==> src/rtl/tmr_pwm_out_pkg.sv <==
// Shared types for the PWM output stage: control word layout, FSM states,
// reference-edge decode and per-state drive levels.
package pkg_sfrs_definition;

  localparam int PWM_CTRL_W = 32;

  // Field bit positions inside pwm_ctrl (en in bit 0).
  localparam int CTRL_EN_BIT      = 0;
  localparam int CTRL_POL_BIT     = 1;
  localparam int CTRL_ONESHOT_BIT = 2;
  localparam int CTRL_FLT_EN_BIT  = 3;
  localparam int CTRL_FIELDS_W    = 4;

  typedef struct packed {
    logic [PWM_CTRL_W-5:0] reserved;
    logic                  flt_en;
    logic                  oneshot;
    logic                  pol;
    logic                  en;
  } pwm_ctrl_t;

  typedef enum logic [2:0] {
    IDLE,
    INACTIVE,
    DT_RISE,
    ACTIVE,
    DT_FALL,
    DONE,
    FAULT
  } pwm_state_t;

  typedef enum logic [1:0] {
    EDGE_NONE,
    EDGE_RISE,
    EDGE_FALL
  } ref_edge_t;

  // match1 clears the reference, so it wins when both matches coincide.
  function automatic ref_edge_t decode_edge(input logic m0, input logic m1);
    ref_edge_t e;
    e = EDGE_NONE;
    if (m1) begin
      e = EDGE_FALL;
    end else if (m0) begin
      e = EDGE_RISE;
    end
    return e;
  endfunction

  // States in which the output stage is actively following the timer.
  function automatic logic is_running(input pwm_state_t s);
    return (s == INACTIVE) || (s == DT_RISE) || (s == ACTIVE) || (s == DT_FALL);
  endfunction

  // High-side level before polarity.
  function automatic logic drive_h(input pwm_state_t s);
    return (s == ACTIVE);
  endfunction

  // Low-side level before polarity.
  function automatic logic drive_l(input pwm_state_t s);
    return (s == INACTIVE);
  endfunction

endpackage

==> src/rtl/tmr_pwm_out_if.sv <==
// Control, timer-event and drive signals of the PWM output stage.
interface tmr_pwm_out_if #(
  parameter int DT_W       = 8,
  parameter int DATA_WIDTH = 32
);
  logic [DATA_WIDTH-1:0] pwm_ctrl;
  logic [DT_W-1:0]       dt_val;
  logic                  match0_event;
  logic                  match1_event;
  logic                  ovf_event;
  logic                  pwm_flt;
  logic                  pwm_h;
  logic                  pwm_l;
  logic                  pwm_busy;
  logic                  prd_pulse;
  logic                  flt_sts;

  modport master (
    output pwm_ctrl, dt_val, match0_event, match1_event, ovf_event, pwm_flt,
    input  pwm_h, pwm_l, pwm_busy, prd_pulse, flt_sts
  );

  modport slave (
    input  pwm_ctrl, dt_val, match0_event, match1_event, ovf_event, pwm_flt,
    output pwm_h, pwm_l, pwm_busy, prd_pulse, flt_sts
  );
endinterface

==> src/rtl/tmr_pwm_out_dt_cnt.sv <==
// Dead-time down-counter: load has priority over clear, then it counts to 0.
module tmr_pwm_dt_cnt #(
  parameter int DT_W = 8
) (
  input  logic            tmr_clk,
  input  logic            sys_rst_n,
  input  logic            load,
  input  logic [DT_W-1:0] load_val,
  input  logic            clr,
  output logic            cnt_zero,
  output logic            cnt_one
);
  logic [DT_W-1:0] r_cnt;

  // Count register: load, clear, or decrement toward zero.
  always_ff @(posedge tmr_clk or negedge sys_rst_n) begin
    if (!sys_rst_n) begin
      r_cnt <= '0;
    end else if (load) begin
      r_cnt <= load_val;
    end else if (clr) begin
      r_cnt <= '0;
    end else if (r_cnt != '0) begin
      r_cnt <= r_cnt - 1'b1;
    end
  end

  assign cnt_zero = (r_cnt == '0);
  assign cnt_one  = (r_cnt == DT_W'(1));
endmodule

==> src/rtl/tmr_pwm_out.sv <==
// Complementary PWM output stage with dead-time insertion, fault latch and
// one-shot support, driven by registered timer match/overflow events.
module tmr_pwm_out
  import pkg_sfrs_definition::*;
#(
  parameter int DT_W       = 8,
  parameter int DATA_WIDTH = 32
) (
  input logic          tmr_clk,
  input logic          sys_rst_n,
  tmr_pwm_out_if.slave bus
);
  logic [CTRL_FIELDS_W-1:0] w_ctrl_bits;
  logic       w_en, w_pol, w_oneshot, w_flt_en;
  ref_edge_t  w_edge;
  logic       w_dt_zero;
  logic       w_cnt_load, w_cnt_clr, w_cnt_zero, w_cnt_one;
  pwm_state_t r_state, w_state_next;
  logic       r_pwm_h, r_pwm_l, r_prd_pulse, r_flt_sts;

  // Only the low control bits carry fields; narrow words are zero-extended.
  generate
    if (DATA_WIDTH >= CTRL_FIELDS_W) begin : g_ctrl_full
      assign w_ctrl_bits = bus.pwm_ctrl[CTRL_FIELDS_W-1:0];
    end else begin : g_ctrl_narrow
      assign w_ctrl_bits = {{(CTRL_FIELDS_W-DATA_WIDTH){1'b0}}, bus.pwm_ctrl};
    end
  endgenerate

  assign w_en      = w_ctrl_bits[CTRL_EN_BIT];
  assign w_pol     = w_ctrl_bits[CTRL_POL_BIT];
  assign w_oneshot = w_ctrl_bits[CTRL_ONESHOT_BIT];
  assign w_flt_en  = w_ctrl_bits[CTRL_FLT_EN_BIT];
  assign w_edge    = decode_edge(bus.match0_event, bus.match1_event);
  assign w_dt_zero = (bus.dt_val == '0);

  tmr_pwm_dt_cnt #(.DT_W(DT_W)) u_dt_cnt (
    .tmr_clk   (tmr_clk),
    .sys_rst_n (sys_rst_n),
    .load      (w_cnt_load),
    .load_val  (bus.dt_val),
    .clr       (w_cnt_clr),
    .cnt_zero  (w_cnt_zero),
    .cnt_one   (w_cnt_one)
  );

  // Next-state decode: fault beats disable beats one-shot end beats edges.
  always_comb begin
    w_state_next = r_state;
    w_cnt_load   = 1'b0;
    if (w_flt_en && bus.pwm_flt) begin
      w_state_next = FAULT;
    end else if (r_state == FAULT) begin
      if (!w_en) w_state_next = IDLE;
    end else if (!w_en) begin
      w_state_next = IDLE;
    end else if (w_oneshot && bus.ovf_event && is_running(r_state)) begin
      w_state_next = DONE;
    end else begin
      case (r_state)
        IDLE: w_state_next = INACTIVE;
        INACTIVE: begin
          if (w_edge == EDGE_RISE) begin
            if (w_dt_zero) begin
              w_state_next = ACTIVE;
            end else begin
              w_state_next = DT_RISE;
              w_cnt_load   = 1'b1;
            end
          end
        end
        DT_RISE: begin
          // h never asserted, so a fall here needs no dead-time.
          if (w_edge == EDGE_FALL) w_state_next = INACTIVE;
          else if (w_cnt_one || w_cnt_zero) w_state_next = ACTIVE;
        end
        ACTIVE: begin
          if (w_edge == EDGE_FALL) begin
            if (w_dt_zero) begin
              w_state_next = INACTIVE;
            end else begin
              w_state_next = DT_FALL;
              w_cnt_load   = 1'b1;
            end
          end
        end
        DT_FALL: begin
          if (w_edge == EDGE_RISE) w_state_next = ACTIVE;
          else if (w_cnt_one || w_cnt_zero) w_state_next = INACTIVE;
        end
        default: w_state_next = r_state;
      endcase
    end
  end

  // Counter is parked at zero whenever no dead-time interval is running.
  assign w_cnt_clr = (w_state_next != DT_RISE) && (w_state_next != DT_FALL);

  // State register.
  always_ff @(posedge tmr_clk or negedge sys_rst_n) begin
    if (!sys_rst_n) r_state <= IDLE;
    else            r_state <= w_state_next;
  end

  // Output registers: drive levels of the next state, polarity applied.
  always_ff @(posedge tmr_clk or negedge sys_rst_n) begin
    if (!sys_rst_n) begin
      r_pwm_h     <= 1'b0;
      r_pwm_l     <= 1'b0;
      r_prd_pulse <= 1'b0;
      r_flt_sts   <= 1'b0;
    end else begin
      r_pwm_h     <= drive_h(w_state_next) ^ w_pol;
      r_pwm_l     <= drive_l(w_state_next) ^ w_pol;
      r_prd_pulse <= bus.ovf_event && is_running(r_state);
      r_flt_sts   <= (w_state_next == FAULT);
    end
  end

  assign bus.pwm_h     = r_pwm_h;
  assign bus.pwm_l     = r_pwm_l;
  assign bus.prd_pulse = r_prd_pulse;
  assign bus.flt_sts   = r_flt_sts;
  assign bus.pwm_busy  = is_running(r_state);
endmodule

==> src/flat_wrapper.sv <==
// flat-port wrapper written by rule: the top's interface ports become plain ports
module tmr_pwm_out_flat import pkg_sfrs_definition::*;
#(
  parameter int DT_W       = 8,
  parameter int DATA_WIDTH = 32
)
  (tmr_clk, sys_rst_n, bus_pwm_ctrl, bus_dt_val, bus_match0_event, bus_match1_event, bus_ovf_event, bus_pwm_flt, bus_pwm_h, bus_pwm_l, bus_pwm_busy, bus_prd_pulse, bus_flt_sts);
  tmr_pwm_out_if #(.DT_W(DT_W), .DATA_WIDTH(DATA_WIDTH)) bus_i ();
  input logic tmr_clk;
  input logic sys_rst_n;
  input wire logic [$bits(bus_i.pwm_ctrl)-1:0] bus_pwm_ctrl;
  input wire logic [$bits(bus_i.dt_val)-1:0] bus_dt_val;
  input wire logic [$bits(bus_i.match0_event)-1:0] bus_match0_event;
  input wire logic [$bits(bus_i.match1_event)-1:0] bus_match1_event;
  input wire logic [$bits(bus_i.ovf_event)-1:0] bus_ovf_event;
  input wire logic [$bits(bus_i.pwm_flt)-1:0] bus_pwm_flt;
  output wire logic [$bits(bus_i.pwm_h)-1:0] bus_pwm_h;
  output wire logic [$bits(bus_i.pwm_l)-1:0] bus_pwm_l;
  output wire logic [$bits(bus_i.pwm_busy)-1:0] bus_pwm_busy;
  output wire logic [$bits(bus_i.prd_pulse)-1:0] bus_prd_pulse;
  output wire logic [$bits(bus_i.flt_sts)-1:0] bus_flt_sts;
  assign bus_i.pwm_ctrl = bus_pwm_ctrl;
  assign bus_i.dt_val = bus_dt_val;
  assign bus_i.match0_event = bus_match0_event;
  assign bus_i.match1_event = bus_match1_event;
  assign bus_i.ovf_event = bus_ovf_event;
  assign bus_i.pwm_flt = bus_pwm_flt;
  assign bus_pwm_h = bus_i.pwm_h;
  assign bus_pwm_l = bus_i.pwm_l;
  assign bus_pwm_busy = bus_i.pwm_busy;
  assign bus_prd_pulse = bus_i.prd_pulse;
  assign bus_flt_sts = bus_i.flt_sts;
  tmr_pwm_out #(.DT_W(DT_W), .DATA_WIDTH(DATA_WIDTH)) u_core (.tmr_clk(tmr_clk), .sys_rst_n(sys_rst_n), .bus(bus_i));
endmodule
==> config.mk <==
export PLATFORM = sky130hd
export DESIGN_NAME = tmr_pwm_out_flat
export DESIGN_NICKNAME = d
export VERILOG_FILES = /design/src/rtl/tmr_pwm_out_pkg.sv /design/src/rtl/tmr_pwm_out_if.sv /design/src/rtl/tmr_pwm_out_dt_cnt.sv /design/src/rtl/tmr_pwm_out.sv /design/src/flat_wrapper.sv
export SDC_FILE = /design/constraint.sdc
export NUM_CORES = 1
export LEC_CHECK = 0
export CAP_MARGIN = 40
export CORE_MARGIN = 4
export CORE_UTILIZATION = 40
export CTS_CLUSTER_SIZE = 25
export DETAILED_ROUTE_END_ITERATION = 8
export GPL_TIMING_DRIVEN = 0
export HOLD_SLACK_MARGIN = 0.02
export MAX_ROUTING_LAYER = met4
export PLACE_DENSITY = 0.82
export SYNTH_ARGS = -nofsm -noshare
export SYNTH_HDL_FRONTEND = slang
export SYNTH_SLANG_ARGS = --single-unit
export TNS_END_PERCENT = 30
==> constraint.sdc <==
create_clock -name tmr_clk -period 5.2 [get_ports tmr_clk]
set_clock_uncertainty 0.2 [all_clocks]
set_input_delay 1.04 -clock tmr_clk [delete_from_list [all_inputs] [get_ports tmr_clk]]
set_output_delay 1.04 -clock tmr_clk [all_outputs]
set_load 0.05 [all_outputs]
==> run metrics, run 1 <==
outcome=finished, final reports clean; ANT nets after route=0; Post-CTS Resized=0; Seq/Total Area, Yosys=~37%; # Max-Cap Violations=0; crit path max fanout=10; die area=about 0.0034 mm^2; largest net degree at the start of global routing=16; share of post-route cells with drive strength above 1=approximately 9.3%; first-pass GRT wire length=around 4 mm; unrepaired setup endpoints after global routing=false; worst endpoint required time=3960 ps; Num CTS Buffers=3; via/cell ratio=between 5 and 6; die width=between 50 and 60 um; Leakage Power=about 0.53 nW; Tot GR Track Use=between 10% and 20%; Port Buffers=22; WHS Path Cells=1; CP Class=reg -> out; HP Start=u_core.u_dt_cnt.r_cnt[0]; final setup violation count=0; CP Cell Sequence=buf_2 -> o21ai_0 -> nor2b_1 -> clkdlybuf4s50_1; Final Critical Period=roughly 3400 ps; Worst Reg-to-Reg Cells=8; Fin. Hold Viols=0; Worst-path clk slew=~100 ps; delay-heaviest family, CP=buffers and inverters; Synth Net Count=roughly 160; CTS sink count=15; clk buf depth=2; Mapped Avg Cell Area=approximately 8.9 um^2; Vias=938; Starting Density=between 40% and 50%; Crit Reg-Reg Startpoint=u_core.u_dt_cnt.r_cnt[0]; CP max-delay cell=clkdlybuf4s50_1; Tcrit/Tclk final=64.64%; Root Buffer=clkbuf_4; WP buf/inv=2; Post CTS Setup Buffer Count=0; Seq cells post-synth=15; fin. max-slew vios=0; worst-margin pin slew=~680 ps; Max Freq=about 300 MHz; vias in the first global route=940; Post-Route WL=~2.4 mm; Core ar.=0.002318 mm^2; Data arrival, critical path=approximately 2100 ps; ANT cells=0; htree depth=1; startpoint types=register; HPWL after DPL=about 1.9 mm; Worst path depth=4; Die Y=between 50 and 60 um; worst reg2reg path endpoint=u_core.u_dt_cnt.r_cnt[5]; reg-to-reg setup timing slack=a little under 3000 ps; # rows=17; hold crit path type=reg -> reg; slew margin rel.=between 50% and 60%; drt wl/cell=roughly 15 um; Setup TNS=0 ps; DRT iter0 DRCs=15; mapped cell area=between 0.001 and 0.0015 mm^2; Synth warnings=0; Syn Inst Count=114; Max VDD drop=around 380 uV; drt drc=0; Hold-fix buffers, CTS=0; Total Power=around 0.63 mW; GPL Wtd Cong=just over 0.9; I/O pins=about 50; initial antenna violation count=0; Max stage delay on crit path=between 800 and 900 ps; Unique masters post-synth=37; Final #Nets=190; WHS Endpoint=u_core.u_dt_cnt.r_cnt[0]; final worst slack=1839 ps; endpoint type of the worst setup path=output pin; grt ovf=0; clk_lat worst skew=between 200 and 300 ps; CTS tree=done; pre-CTS WS=between 1500 and 2000 ps; Layout Area Growth over Synthesis=28.11%; drt pass-1 iters=4; pwr/cell area=roughly 480 mW/mm^2
[cells in the final DEF (no fill, tap or decap), drive strengths merged, types with 4 or more instances in the layout]
| cell type | netlist | layout |
|---|---|---|
| nor4 | 4 | 4 |
| clkdlybuf4s50 | 0 | 22 |
| xnor2 | 4 | 4 |
| nand2 | 19 | 19 |
| dfrtp | 15 | 15 |
| xor2 | 4 | 4 |
| nor3 | 4 | 4 |
| o21ai | 14 | 14 |
| nor2 | 7 | 7 |
[area by class of cell]
class | count | area [um^2]
buffer | 3 | 15.01
clock buffer | 3 | 22.52
clock inverter | 1 | 7.507
fill | 213 | 1018
inverter | 3 | 11.26
multi-input combinational | 93 | 613.1
sequential | 15 | 375.4
tap | 28 | 35.03
timing repair buffer | 22 | 220.2
[through the flow]
| stage | area (um^2) | hold WS (ps) | instances | util [%] |
|---|---|---|---|---|
| global placement | 1270 | 331.0 | 164 | 54.78 |
| detailed placement | 1270 | 352.1 | 164 | 54.78 |
| floorplan | 1015 | 294.4 | 114 | - |
| CTS | 1300 | 365.1 | 168 | 56.07 |
| finish | 1300 | 362.9 | 168 | 56.07 |
| global route | 1300 | 370.6 | 168 | 56.07 |
[cell families (layout without fill, tap and decap cells)]
| logic type | count (synthesis) | after routing | share of synthesized area (%) |
|---|---|---|---|
| buffers and inverters | 6 | 32 | 2.589 |
| DFF | 15 | 15 | 36.99 |
| and+or+nand+nor | 53 | 53 | 31.94 |
| xor gates and xnor gates | 8 | 8 | 6.904 |
| adders and majority gates | 3 | 3 | 3.700 |
| AOI/OAI and AO/OA | 29 | 29 | 17.88 |
[metal layers]
layer	vias to the layer above	part of all wire [%]	global-route usage [%]
met5	-	0	-
met4	0	2.5	4.967
met3	8	6.6	3.947
met2	28	49	26.32
met1	445	41	19.12
li1	457	-	-
[power by group]
group,switching [mW],total (mW),internal [mW]
combinational,0.201,0.357,0.155
sequential,0.0449,0.198,0.153
clock,0.0429,0.0721,0.0292
[registers in the layout (all words and copies together) (netlist names)]
| register | count |
|---|---|
| u_core.bus.pwm_l | 1 |
| u_core.bus.flt_sts | 1 |
| u_core.r_state | 3 |
| u_core.bus.pwm_h | 1 |
| u_core.u_dt_cnt.r_cnt | 8 |
| u_core.bus.prd_pulse | 1 |
[worst max-delay path by stage]
| stage | startpoint | endpoint |
|---|---|---|
| after floorplan | u_core.r_state[0] | bus_pwm_busy |
| after global placement | bus_dt_val[1] | u_core.u_dt_cnt.r_cnt[5] |
| after detailed placement | bus_dt_val[1] | u_core.u_dt_cnt.r_cnt[5] |
| after CTS | u_core.r_state[0] | bus_pwm_busy |
| after global routing | u_core.r_state[0] | bus_pwm_busy |
| final | u_core.r_state[0] | bus_pwm_busy |
[cells in the mapped netlist]
master     n  area share (%)
a211oi_1   1            0.74
a21boi_1   2             1.5
a21oi_1    2            0.99
a21oi_2    1            0.86
a22oi_1    1            0.74
a311oi_1   1            0.86
a31o_2     1            0.86
a31oi_1    2             1.2
and2_1     2             1.2
and3_1     1            0.62
and3b_1    1            0.86
buf_2      3             1.5
dfrtp_1   15              37
ha_1       3             3.7
inv_1      3             1.1
nand2_1   19             7.0
nand2b_1   2             1.2
nand3_1    1            0.49
nand3_2    1            0.99
nand3b_1   2             1.5
nand4b_4   1             2.3
nor2_1     7             2.6
nor2b_1    3             1.8
nor3_1     4             2.0
nor3b_1    2             1.5
nor4_1     3             1.8
nor4_4     1             2.1
nor4b_4    1             2.3
o211ai_1   1            0.74
o21ai_0    6             3.0
o21ai_1    8             3.9
o31ai_1    2             1.5
o32a_1     1            0.99
or2_1      1            0.62
or3b_1     1            0.86
xnor2_1    4             3.5
xor2_1     4             3.5
No activity file was read; power rests on OpenSTA's default activity.
==> inputs of run 2 (changes only) <==
CORE_UTILIZATION = 39   (was 40)
PLACE_DENSITY = 0.8   (was 0.82)
clock period = 3.35 ns   (was 5.2 ns; I/O delays follow)
==> run 2 against run 1 <==
Register-to-register slack lost 1800 ps. Sequential share of layout area about the same. Cell count is 1.2% higher. Cell area is essentially flat. Clock power is 43% higher. Sequential power rose by 52%. Count of clock-buffer cells in the layout is 1 higher. Combinational power is 55% higher. Largest cell class unchanged. Largest power group unchanged.
==> run metrics, run 2 (synthesis gave the netlist of run 1 again) <==
WHS Path Cells=1; Core ar.=between 0.002 and 0.0025 mm^2; Worst-path clk slew=90 ps; ANT nets after route=0; Final #Nets=190; grt ovf=0; placement-stage cell area=around 0.0013 mm^2; crit path max fanout=10; I/O pins=51; Starting Density=40.96%; worst-margin pin slew=between 600 and 700 ps; fin. max-slew vios=0; HP Start=u_core.u_dt_cnt.r_cnt[0]; startpoint types=register; GPL Wtd Cong=0.8253; htree depth=1; Final Instance Area=approximately 0.0013 mm^2; die width=between 50 and 60 um; HPWL after DPL=about 1.9 mm; CP Class=reg -> out; Fin. Hold Viols=0; # rows=18; Tot GR Track Use=15.00%; pwr/cell area=between 700 and 800 mW/mm^2; Port Buffers=22; Data arrival, critical path=2100 ps; end-of-flow core utilization=between 50% and 60%; drt wl/cell=about 14 um; worst endpoint required time=about 2500 ps; Num CTS Buffers=3; Post CTS Setup Buffer Count=0; initial antenna violation count=0; Layout Area Growth over Synthesis=27.99%; vias in the first global route=between 900 and 1k; die area=between 0.003 and 0.004 mm^2; drt drc=0; final setup violation count=0; drt pass-1 iters=5; Hold-fix buffers, CTS=0; # fillers=237; commonest cells after routing, fill and taps aside=clkdlybuf4s50_1 (22), nand2_1 (19), dfrtp_1 (15); reg-to-reg setup timing slack=between 1000 and 1500 ps; biggest regs=u_core.u_dt_cnt.r_cnt: 8 flops, u_core.r_state: 3 flops; Vias=between 900 and 1k; Post-Route WL=between 2 and 2.5 mm; Max Freq=about 340 MHz; Final Critical Period=2972 ps; CP max-delay cell=clkdlybuf4s50_1; Crit Reg-Reg Startpoint=u_core.u_dt_cnt.r_cnt[2]; hold crit path type=reg -> reg; CTS tree=done; commonest non-fill, non-tap cell in the layout=clkdlybuf4s50_1; share of post-route cells with drive strength above 1=8.571%; slew margin rel.=a little over half; outcome=finished, final reports clean; Root Buffer=clkbuf_4; number of flip-flops in the largest register=8; DRT iter0 DRCs=47; unrepaired setup endpoints after global routing=false; endpoint type of the worst setup path=output pin; worst reg2reg path endpoint=u_core.u_dt_cnt.r_cnt[2]; most flop-heavy register=u_core.u_dt_cnt.r_cnt; Total Power=0.9582 mW; Setup TNS=0 ps; Post-CTS Resized=0; Tcrit/Tclk final=about nine tenths; first-pass GRT wire length=approximately 4 mm; Max stage delay on crit path=a little over 800 ps; Max VDD drop=about 520 uV; Die Y=roughly 59 um; WHS Endpoint=u_core.u_dt_cnt.r_cnt[0]; Worst Reg-to-Reg Cells=6; largest net degree at the start of global routing=16; # Max-Cap Violations=0; CTS sink count=15; via/cell ratio=~5.5; Leakage Power=0.5292 nW; Most Crowded Layer GR=met2; CP Cell Sequence=buf_2 -> o21ai_0 -> nor2b_1 -> clkdlybuf4s50_1; ANT cells=0; clk_lat worst skew=~270 ps; clk buf depth=2; routing usage on met3=under 10%; met2 Resource Use GR=between 20% and 30%; met1 GRT Util=approximately 18%
## run 2: changes by cell type in the layout (fill, tap and decap cells not counted), sizes merged
| cell | before | now |
|---|---|---|
| clkinvlp | 1 | 0 |
| clkbuf | 3 | 4 |
## run 2: power breakdown
part / switching, mW / internal (mW) / total [mW]
clock: 0.0564 / 0.0461 / 0.103
sequential: 0.0627 / 0.238 / 0.301
combinational: 0.314 / 0.241 / 0.555
## run 2: per-stage QoR
stage | std cells | worst slack, ps | hold WS (ps)
2_1_floorplan | 114 | 985.6 | 174.4
5_1_grt | 170 | 270.5 | 360.2
3_3_place_gp | 166 | 287.5 | 334.9
4_1_cts | 170 | 383.5 | 349.8
6_report | 170 | 377.6 | 337.8
3_5_place_dp | 166 | 260.6 | 336.2
## run 2: final cells by class
class | instances | area (um^2) | share of cell area (%)
Sequential cell | 15 | 375.4 | 28.90
Clock buffer | 4 | 26.28 | 2.023
Multi-Input combinational cell | 93 | 613.1 | 47.21
Timing Repair Buffer | 22 | 220.2 | 16.96
Inverter | 3 | 11.26 | 0.8670
Buffer | 3 | 15.01 | 1.156
Tap cell | 30 | 37.54 | 2.890
## run 2: worst max path at each step
stage                      startpoint                  endpoint  depth (start not counted)
floorplan           u_core.r_state[0]              bus_pwm_busy                          3
global placement        bus_dt_val[1]  u_core.u_dt_cnt.r_cnt[3]                          7
detailed placement      bus_dt_val[1]  u_core.u_dt_cnt.r_cnt[3]                          7
CTS                 u_core.r_state[0]              bus_pwm_busy                          4
global route        u_core.r_state[0]              bus_pwm_busy                          4
finish              u_core.r_state[0]              bus_pwm_busy                          4
## run 2: critical path: cells and delay by family, from the launching register on
kind	cells	cell delay (ps)
flip-flops	1	430
AO/OA/AOI/OAI	1	220
AND/OR/NAND/NOR	1	180
buffers and inverters	2	1010
## run 2: routing by layer
layer	up-vias	wire, um	part of all wire [%]
met5	-	0	0
met4	0	31	1.3
met3	4	133	5.7
met2	34	1146	49
met1	440	1009	43
li1	455	-	-
